==> src/rtl/section_pkg.sv <==
// Shared types and elaboration helpers for the section scheduler.
package section_pkg;

  typedef enum logic [1:0] {
    StIdle   = 2'd0,
    StSync   = 2'd1,
    StActive = 2'd2
  } sched_state_e;

  // Size of one section along an axis (pixels per section row, or lines per section column).
  function automatic int unsigned sec_dim(input int unsigned res, input int unsigned num);
    return res / num;
  endfunction

  // Counter width for a given range; never narrower than one bit.
  function automatic int unsigned cnt_w(input int unsigned range);
    return (range > 1) ? $clog2(range) : 1;
  endfunction

  // True when the section count evenly splits the resolution.
  function automatic bit divides(input int unsigned res, input int unsigned num);
    return (num != 0) && ((res % num) == 0);
  endfunction

endpackage

==> src/rtl/report_fifo.sv <==
// Two-entry valid/ready FIFO for section-complete reports; flags pushes it cannot accept.
module report_fifo #(
  parameter int unsigned Width = 4
) (
  input  logic             clk_i,
  input  logic             rst_i,
  input  logic             push_i,
  input  logic [Width-1:0] push_data_i,
  input  logic             pop_ready_i,
  output logic             valid_o,
  output logic [Width-1:0] data_o,
  output logic             drop_o
);

  logic [Width-1:0] mem_q [2];
  logic             wr_ptr_q;
  logic             rd_ptr_q;
  logic [1:0]       cnt_q;
  logic             empty;
  logic             full;
  logic             pop_en;
  logic             push_en;

  assign empty   = (cnt_q == 2'd0);
  assign full    = (cnt_q == 2'd2);
  assign pop_en  = !empty && pop_ready_i;
  // A pop in the same cycle frees the slot, so a full queue can still take the push.
  assign push_en = push_i && (!full || pop_en);
  assign drop_o  = push_i && !push_en;
  assign valid_o = !empty;
  assign data_o  = mem_q[rd_ptr_q];

  // Storage, pointers and occupancy update.
  always_ff @(posedge clk_i or posedge rst_i) begin
    if (rst_i) begin
      mem_q[0] <= '0;
      mem_q[1] <= '0;
      wr_ptr_q <= 1'b0;
      rd_ptr_q <= 1'b0;
      cnt_q    <= 2'd0;
    end else begin
      if (push_en) begin
        mem_q[wr_ptr_q] <= push_data_i;
        wr_ptr_q        <= ~wr_ptr_q;
      end
      if (pop_en) begin
        rd_ptr_q <= ~rd_ptr_q;
      end
      cnt_q <= cnt_q + {1'b0, push_en} - {1'b0, pop_en};
    end
  end

endmodule

==> src/rtl/section_scheduler.sv <==
// Frame/section sequencer: tracks pixel position, drives the bank index of each active pixel,
// and queues a report whenever a section of the frame grid has been fully written.
module section_scheduler
  import section_pkg::*;
#(
  parameter int unsigned X_RESOLUTION   = 640,
  parameter int unsigned Y_RESOLUTION   = 480,
  parameter int unsigned X_NUM_SECTIONS = 4,
  parameter int unsigned Y_NUM_SECTIONS = 4,
  localparam int unsigned SEC_IDX_W     = cnt_w(X_NUM_SECTIONS * Y_NUM_SECTIONS)
) (
  input  logic                 clk_i,
  input  logic                 rst_i,
  input  logic                 enable_i,
  input  logic                 valid_i,
  input  logic                 ready_i,
  input  logic                 hsync_i,
  input  logic                 vsync_i,
  input  logic                 vde_i,
  output logic [SEC_IDX_W-1:0] sec_idx_o,
  output logic                 sec_en_o,
  output logic                 rpt_valid_o,
  input  logic                 rpt_ready_i,
  output logic [SEC_IDX_W-1:0] rpt_idx_o,
  output logic                 frame_done_o,
  output logic                 overflow_o,
  output logic                 sync_err_o
);

  localparam int unsigned SecW = sec_dim(X_RESOLUTION, X_NUM_SECTIONS);
  localparam int unsigned SecH = sec_dim(Y_RESOLUTION, Y_NUM_SECTIONS);
  localparam int unsigned XcW  = cnt_w(SecW);
  localparam int unsigned YcW  = cnt_w(SecH);
  localparam int unsigned XsW  = cnt_w(X_NUM_SECTIONS);
  localparam int unsigned YsW  = cnt_w(Y_NUM_SECTIONS);

  localparam logic [XcW-1:0] XCntLast = XcW'(SecW - 1);
  localparam logic [YcW-1:0] YCntLast = YcW'(SecH - 1);
  localparam logic [XsW-1:0] XSecLast = XsW'(X_NUM_SECTIONS - 1);
  localparam logic [YsW-1:0] YSecLast = YsW'(Y_NUM_SECTIONS - 1);

  if (!divides(X_RESOLUTION, X_NUM_SECTIONS)) begin : gen_x_div_chk
    $error("X_RESOLUTION must be a multiple of X_NUM_SECTIONS");
  end
  if (!divides(Y_RESOLUTION, Y_NUM_SECTIONS)) begin : gen_y_div_chk
    $error("Y_RESOLUTION must be a multiple of Y_NUM_SECTIONS");
  end

  sched_state_e   state_q, state_d;
  logic [XcW-1:0] x_cnt_q, x_cnt_d;
  logic [YcW-1:0] y_cnt_q, y_cnt_d;
  logic [XsW-1:0] x_sec_q, x_sec_d;
  logic [YsW-1:0] y_sec_q, y_sec_d;
  logic           frame_done_q, frame_done_d;
  logic           sync_err_q, sync_err_d;
  logic           overflow_q;

  logic                 beat;
  logic                 act_beat;
  logic                 sec_done;
  logic                 frame_last;
  logic                 push;
  logic                 drop;
  logic                 clr_all;
  logic                 sec_en;
  logic [SEC_IDX_W-1:0] sec_idx;

  assign beat     = valid_i && ready_i;
  assign act_beat = beat && vde_i;
  // Section finishes on its bottom-right pixel; the frame on the bottom-right section's.
  assign sec_done   = (x_cnt_q == XCntLast) && (y_cnt_q == YCntLast);
  assign frame_last = sec_done && (x_sec_q == XSecLast) && (y_sec_q == YSecLast);
  assign sec_idx    = SEC_IDX_W'(y_sec_q) * SEC_IDX_W'(X_NUM_SECTIONS) + SEC_IDX_W'(x_sec_q);

  // Next-state, position counters, report push and flag updates.
  always_comb begin
    state_d      = state_q;
    x_cnt_d      = x_cnt_q;
    y_cnt_d      = y_cnt_q;
    x_sec_d      = x_sec_q;
    y_sec_d      = y_sec_q;
    frame_done_d = 1'b0;
    sync_err_d   = sync_err_q;
    push         = 1'b0;
    clr_all      = 1'b0;
    sec_en       = (state_q == StActive) && act_beat;

    if (!enable_i) begin
      state_d = StIdle;
      clr_all = 1'b1;
    end else begin
      unique case (state_q)
        StIdle: begin
          state_d = StSync;
        end
        StSync: begin
          clr_all = 1'b1;
          if (beat && vsync_i) begin
            state_d = StActive;
          end
        end
        StActive: begin
          if (act_beat && frame_last) begin
            push         = 1'b1;
            frame_done_d = 1'b1;
            clr_all      = 1'b1;
            state_d      = StSync;
          end else if (beat && vsync_i) begin
            // Early vsync: the consumer sees a short frame; restart counting from the top.
            sync_err_d = 1'b1;
            clr_all    = 1'b1;
          end else if (beat && hsync_i) begin
            x_cnt_d = '0;
            x_sec_d = '0;
          end else if (act_beat) begin
            push = sec_done;
            if (x_cnt_q == XCntLast) begin
              x_cnt_d = '0;
              if (x_sec_q == XSecLast) begin
                x_sec_d = '0;
                if (y_cnt_q == YCntLast) begin
                  y_cnt_d = '0;
                  y_sec_d = (y_sec_q == YSecLast) ? '0 : y_sec_q + YsW'(1);
                end else begin
                  y_cnt_d = y_cnt_q + YcW'(1);
                end
              end else begin
                x_sec_d = x_sec_q + XsW'(1);
              end
            end else begin
              x_cnt_d = x_cnt_q + XcW'(1);
            end
          end
        end
        default: begin
          state_d = StIdle;
          clr_all = 1'b1;
        end
      endcase
    end

    if (clr_all) begin
      x_cnt_d = '0;
      y_cnt_d = '0;
      x_sec_d = '0;
      y_sec_d = '0;
    end
  end

  // State, counters and sticky flags.
  always_ff @(posedge clk_i or posedge rst_i) begin
    if (rst_i) begin
      state_q      <= StIdle;
      x_cnt_q      <= '0;
      y_cnt_q      <= '0;
      x_sec_q      <= '0;
      y_sec_q      <= '0;
      frame_done_q <= 1'b0;
      sync_err_q   <= 1'b0;
      overflow_q   <= 1'b0;
    end else begin
      state_q      <= state_d;
      x_cnt_q      <= x_cnt_d;
      y_cnt_q      <= y_cnt_d;
      x_sec_q      <= x_sec_d;
      y_sec_q      <= y_sec_d;
      frame_done_q <= frame_done_d;
      sync_err_q   <= sync_err_d;
      overflow_q   <= overflow_q | drop;
    end
  end

  report_fifo #(
    .Width (SEC_IDX_W)
  ) u_report_fifo (
    .clk_i       (clk_i),
    .rst_i       (rst_i),
    .push_i      (push),
    .push_data_i (sec_idx),
    .pop_ready_i (rpt_ready_i),
    .valid_o     (rpt_valid_o),
    .data_o      (rpt_idx_o),
    .drop_o      (drop)
  );

  assign sec_idx_o    = sec_idx;
  assign sec_en_o     = sec_en;
  assign frame_done_o = frame_done_q;
  assign overflow_o   = overflow_q;
  assign sync_err_o   = sync_err_q;

endmodule

==> config.mk <==
export PLATFORM = sky130hd
export DESIGN_NAME = section_scheduler
export DESIGN_NICKNAME = d
export VERILOG_FILES = /design/src/rtl/section_pkg.sv /design/src/rtl/report_fifo.sv /design/src/rtl/section_scheduler.sv
export SDC_FILE = /design/constraint.sdc
export NUM_CORES = 1
export LEC_CHECK = 0
export CAP_MARGIN = 15
export CORE_MARGIN = 2
export CORE_UTILIZATION = 50
export DETAILED_ROUTE_END_ITERATION = 7
export PLACE_DENSITY = 0.75
export SETUP_SLACK_MARGIN = 0.02
export SLEW_MARGIN = 20
export SYNTH_ARGS = -nofsm -noshare
export SYNTH_HDL_FRONTEND = slang
export SYNTH_SLANG_ARGS = --single-unit
==> constraint.sdc <==
create_clock -name clk_i -period 3.4 [get_ports clk_i]
set_input_delay 0.34 -clock clk_i [delete_from_list [all_inputs] [get_ports clk_i]]
set_output_delay 0.34 -clock clk_i [all_outputs]
set_load 0.05 [all_outputs]
After elaboration in Yosys (flattened, before gate mapping)
Cells that the tools add are included.

Bits of input ports: 9. Output and inout port bits: 13. Register bits: 36. Word-level logic and storage cells: 135.

Bitwise operators: 6. Mux-type cells: 61. Equal/unequal tests: 12. Order comparisons: 3. Add/sub/neg operators: 7. Reduce and logical (&&, ||, !) cells: 33.

Operators by type and width (count): two-way mux 7 bit (10); two-way mux 8 bit (8); two-way mux 2 bit (23); two-way mux 4 bit (4); logical AND 1 bit (13); two-way mux 1 bit (12); nonzero test 2 bit (6); AND reduction 9 bit (1); adder 8 x 1 -> 8 bit (second input constant) (1); bitwise mux 8 bit (1); equality test 2 bit (second input constant) (4); equality test 8 bit (second input constant) (1); AND reduction 8 bit (1); adder 7 x 1 -> 7 bit (second input constant) (1); equality test 7 bit (second input constant) (1); inequality test 2 bit (second input constant) (3); case mux 2 bit (3 select lines) (1); AND reduction 6 bit (1); nonzero test 3 bit (2); AND reduction 5 bit (1); adder 2 x 1 -> 2 bit (second input constant) (2); adder 4 x 2 -> 4 bit (1); demux 4 bit (select 1 bit) (1); >= comparator 2 bit (second input constant) (2); 15 further kinds (21).

Longest topological paths before layout
Depth in word-level cells: 12. Mapped depth: 8. Depth with buffers taken out: 8.

Hierarchy
From an unflattened synthesis, not the netlist that was laid out.

Cells, all modules: 200. Area, all modules: 2001.9 sq um.

By module, submodules not included: section_scheduler (cells each 152, seq. area each 600.6 sq um, instances 1, area each 1405.1 sq um); report_fifo (cells each 48, seq. area each 300.3 sq um, instances 1, area each 596.8 sq um).

Worst setup path before layout
Ideal clock, no wire load.

Path kind: reg2reg. Start: register x_sec_q[0]. End: register u_report_fifo.mem_q[4] in the netlist's numbering. Buffers on the path: 0. Path slack: 1.267 ns. Cell stages (with the launch flop): 7. Period minus slack after synthesis: 2.133 ns. Setup time: 0.128 ns. Arrival: 2.005 ns. Required time: 3.272 ns. Cell sequence: dfrtp_1 -> ha_1 -> and2_1 -> o21ai_1 -> nor4_4 -> and2b_2 -> mux2_1.

Longest elaborated chain between the ends: 8. Elaborated cells between the ends (all ways): 10. Classes of those cells: 1 x add/sub; 1 x eq/ne; 4 x mux; 4 x reduce/logical.

Ends and longest elaborated chain: start, declared (RTL line section_scheduler.sv:52) `logic [XsW-1:0] x_sec_q, x_sec_d;`; start signal, assigned (RTL line section_scheduler.sv:165) `x_sec_q <= x_sec_d;`; equality test 2 bit (RTL line section_scheduler.sv:72) `assign frame_last = sec_done && (x_sec_q == XSecLast) && (y_sec_q == YSecLast);`; logical AND 1 bit (2 in a row) (RTL line section_scheduler.sv:72); logical AND 1 bit (RTL line section_scheduler.sv:103) `if (act_beat && frame_last) begin`; two-way mux 1 bit (RTL line section_scheduler.sv:103); two-way mux 1 bit (RTL line section_scheduler.sv:92) `unique case (state_q)`; two-way mux 1 bit (RTL line section_scheduler.sv:88) `if (!enable_i) begin`; logical AND 1 bit (RTL line report_fifo.sv:28) `assign push_en = push_i && (!full || pop_en);`; end signal, assigned by index (RTL line report_fifo.sv:43) `mem_q[wr_ptr_q] <= push_data_i;`; end, declared (RTL line report_fifo.sv:15) `logic [Width-1:0] mem_q [2];`.

Parallel ways exist; a longest one is shown, timed or not. A chain may end at the register's enable or synchronous reset.

Worst setup path in the final report
Start: input port ready_i. End: output port sec_en_o.

Longest elaborated chain between the ends: 3.

Ends and longest elaborated chain: start, declared (RTL line section_scheduler.sv:16) `input logic ready_i,`; logical AND 1 bit (RTL line section_scheduler.sv:68) `assign beat = valid_i && ready_i;`; logical AND 1 bit (RTL line section_scheduler.sv:69) `assign act_beat = beat && vde_i;`; logical AND 1 bit (RTL line section_scheduler.sv:86) `sec_en = (state_q == StActive) && act_beat;`; end, declared (RTL line section_scheduler.sv:21) `output logic sec_en_o,`.

Every way passes these cells.

==> impl_metrics.csv <==
group,metric,value,unit
run_status,status,"completed",
power,max-vdd-ir-drop,192,uV
clock_network,post_cts_resized,0,
placement,port-buffer-count,21,
floorplan,coreArea,3690,um^2
floorplan,io_pins,22,
logic_synthesis,ys.flop_type,"dfrtp_1",
power,p_comb_share,18.3,%
logic_synthesis,synthAdderAreaFrac,3.88,%
layout,fin_area,2310,um^2
job,drv_cap,0,
timing,finalSetupTns,0,ns
worst_setup_path,worstPathRequired,3.06,ns
timing,final-setup-viol-count,0,
floorplan,fp-row-count,22,
global_routing,grt_usage,21.2,%
logic_synthesis,netlist_area,1930,um^2
worst_setup_path,reg2reg_depth,6,
placement,dp_worst_setup_slack,0.786,ns
logic_synthesis,syn_avg_cell_area,10.3,um^2
clock_network,clock_sinks,36,
logic_synthesis,synth_edf_count,0,
global_routing,grt.met3_usage,5.45,%
placement,dp_hpwl,3.05,mm
global_routing,gr-total-overflow,0,
global_routing,grt_pass1_wl,7.01,mm
layout,drive_gt1_share,11.1,%
global_routing,met1_usage,27.7,%
layout,fillers,312,
timing,max_slew_margin,36.4,%
layout,area_growth,19.5,%
placement,placed_area,2220,um^2
power,total_power,0.990,mW
global_routing,grt_pass1_vias,1510,
power,p_switching,0.279,mW
clock_network,cts_tree,"yes",
floorplan,die_height,66.2,um
clock_network,cts_htree_levels,2,
logic_synthesis,synth_top_family_by_area,"simple AND/OR/NAND/NOR gates",
worst_setup_path,cp.arrival,2.09,ns
worst_setup_path,end_kind,"output port",
layout,instances_no_fill,264,
clock_network,root_buffer,"clkbuf_8",
timing,finalCriticalPeriod,2.43,ns
min_path,hp-class,"in2async",
power,intPower,0.711,mW
timing,final.period_utilization,71.3,%
power,clkPwrFrac,32.8,%
logic_synthesis,synth_xor_area_share,4.08,%
power,p_seq_share,48.9,%
clock_network,clk_pin_slew,0.07,ns
worst_setup_path,startpoint_type,"input port",
global_routing,grt_max_degree,28,
power,p_leak,1.00,nW
clock_network,numCtsBuffers,5,
floorplan,die_w,66.2,um
worst_setup_path,worstPathMaxFanout,7,
timing,setup_slack,0.974,ns
layout,seqCellArea,901,um^2
logic_synthesis,synth_nets,202,
layout,multiInputGateArea,1000,um^2
drt,first_pass_iters,4,
drt,drtIter0Drc,87,
clock_network,clk_latency,0.29,ns
placement,place.gp.congestion,0.855,
drt,postRouteWirelength,3.98,mm
logic_synthesis,synthArstFlopShare,100,%
floorplan,start_util,52.4,%
logic_synthesis,yosys.area.top_type,"dfrtp_1",
timing,final_max_slew_viol_count,0,
drt,detail_route.drc_violations,0,
logic_synthesis,synth_seq_area_share,46.6,%
layout,final_nets,231,
global_routing,use_met2,33.3,%
timing,clock_skew,0.00725,ns
logic_synthesis,synthCells,187,
layout,num_antenna_cells,0,
drt,drt-wirelength-per-cell,15.1,um
global_routing,busiest_layer,"met2",
clock_network,postCtsSetupBuffers,0,
placement,place_inst,257,
power,powerDensity,428,nW/um^2
clock_network,holdBufCountCts,0,
logic_synthesis,synth_cell_type_count,47,
floorplan,dieArea,4380,um^2
timing,worstMarginPinSlew,0.948,ns
logic_synthesis,synth_compound_area_share,11.3,%
logic_synthesis,synth_top_area_share,46.6,%
logic_synthesis,ys_ff_latch,36,
logic_synthesis,synthMuxAreaShare,8.02,%
logic_synthesis,ys_top_cells_by_area,"dfrtp_1 47%, mux2_1 4.7%, ha_1 3.9%, nand2_1 3.1%, nand3_1 2.6%",
logic_synthesis,yosys.area_share.simple,24.6,%
clock_network,cts.path.max_buffers,2,
global_routing,antenna_found_initial,0,
timing,timing.fmax,412,MHz
power,netSwitchingFraction,28.1,%
logic_synthesis,yosys_warnings,0,
worst_setup_path,crit_type,"in2out",
drt,viasPerCell,5.93,
timing,final-hold-violation-count,0,
drt,ant_nets,0,
timing,rsz0062_at_grt,"no",
drt,via_count,1566,
timing,whs,0.458,ns
layout,fin_util,62.7,%
## worst max-delay path: stages
cell and delay [ns]:
clkdlybuf4s50_1 0.59, nand3_2 0.17, nor3_1 0.16, clkdlybuf4s50_1 0.83
## sequential cells by signal, summed over array words and instances, names as in the netlist
register                flops
y_sec_q                     2
sync_err_o                  1
u_report_fifo.cnt_q         2
y_cnt_q                     7
u_report_fifo.wr_ptr_q      1
x_cnt_q                     8
x_sec_q                     2
overflow_o                  1
u_report_fifo.mem_q         8
state_q                     2
u_report_fifo.rd_ptr_q      1
frame_done_o                1
## layout make-up
cell class | count | share of cell area, %
tap | 48 | 2.60
inverter | 7 | 1.14
multi-input combinational | 143 | 43.4
clock buffer | 7 | 4.17
timing repair buffer | 23 | 9.74
sequential | 36 | 39.0
## layout by cell type (no fill, tap or decap), types with 5 or more instances in the layout
cell and instances:
xnor2_1 5, ha_1 6, nand2_1 16, clkbuf_8 7, nor2_1 11, dfrtp_1 36
a21oi_1 5, nand4_1 6, clkdlybuf4s50_1 21, nand3_1 10, o21ai_0 6, mux2_1 8
o31ai_1 5, inv_1 6
## metal layers
| metal | wire (um) | part of all wire, % |
|---|---|---|
| met5 | 0 | 0 |
| met4 | 85 | 2.1 |
| met3 | 168 | 4.2 |
| met2 | 1900 | 48 |
| met1 | 1820 | 46 |
## Yosys cell counts, types with 2 or more instances
cell type	count
nor3_1	4
a21oi_1	5
mux2_1	8
a31o_2	2
nor3b_1	2
inv_1	7
or2_2	2
and3_1	2
nand3_1	10
ha_1	6
or3_1	3
o21ai_0	6
mux2i_1	2
a21boi_1	4
nand3_2	2
and2_1	4
nand2_1	16
nand2b_1	3
nor4_1	2
dfrtp_1	36
nand4_1	6
xor2_1	4
or4_1	2
o31ai_1	5
nand4b_1	2
a31oi_1	4
nor2_1	11
xnor2_1	5
mux2_2	4
## path summary, 6_finish.rpt
check	end	slack, ns	startpoint
worst min-delay path	u_report_fifo.cnt_q[1]	0.46	rst_i
min in group clk_i	overflow_o	0.47	overflow_o
worst max-delay path	sec_en_o	0.97	ready_i
worst min register to register	overflow_o	0.47	overflow_o
max in group asynchronous	y_cnt_q[3]	2.33	rst_i
worst max register to register	u_report_fifo.mem_q[5]	1.14	x_cnt_q[0]
## power groups by stage
stage	clock network [mW]	registers, mW	logic [mW]
3_3_place_gp	0	0.490	0.177
3_5_place_dp	0	0.493	0.183
2_1_floorplan	0	0.497	0.118
4_1_cts	0.333	0.484	0.184
5_1_grt	0.349	0.488	0.202
6_report	0.325	0.484	0.181
## logic make-up after synthesis
| group | after synthesis |
|---|---|
| AOI/OAI and AO/OA | 33 |
| xor gates and xnor gates | 9 |
| buffers and inverters | 8 |
| DFF | 36 |
| adders and majority gates | 6 |
| muxes | 14 |
| and+or+nand+nor | 81 |
(Power assumes the default switching activity.)
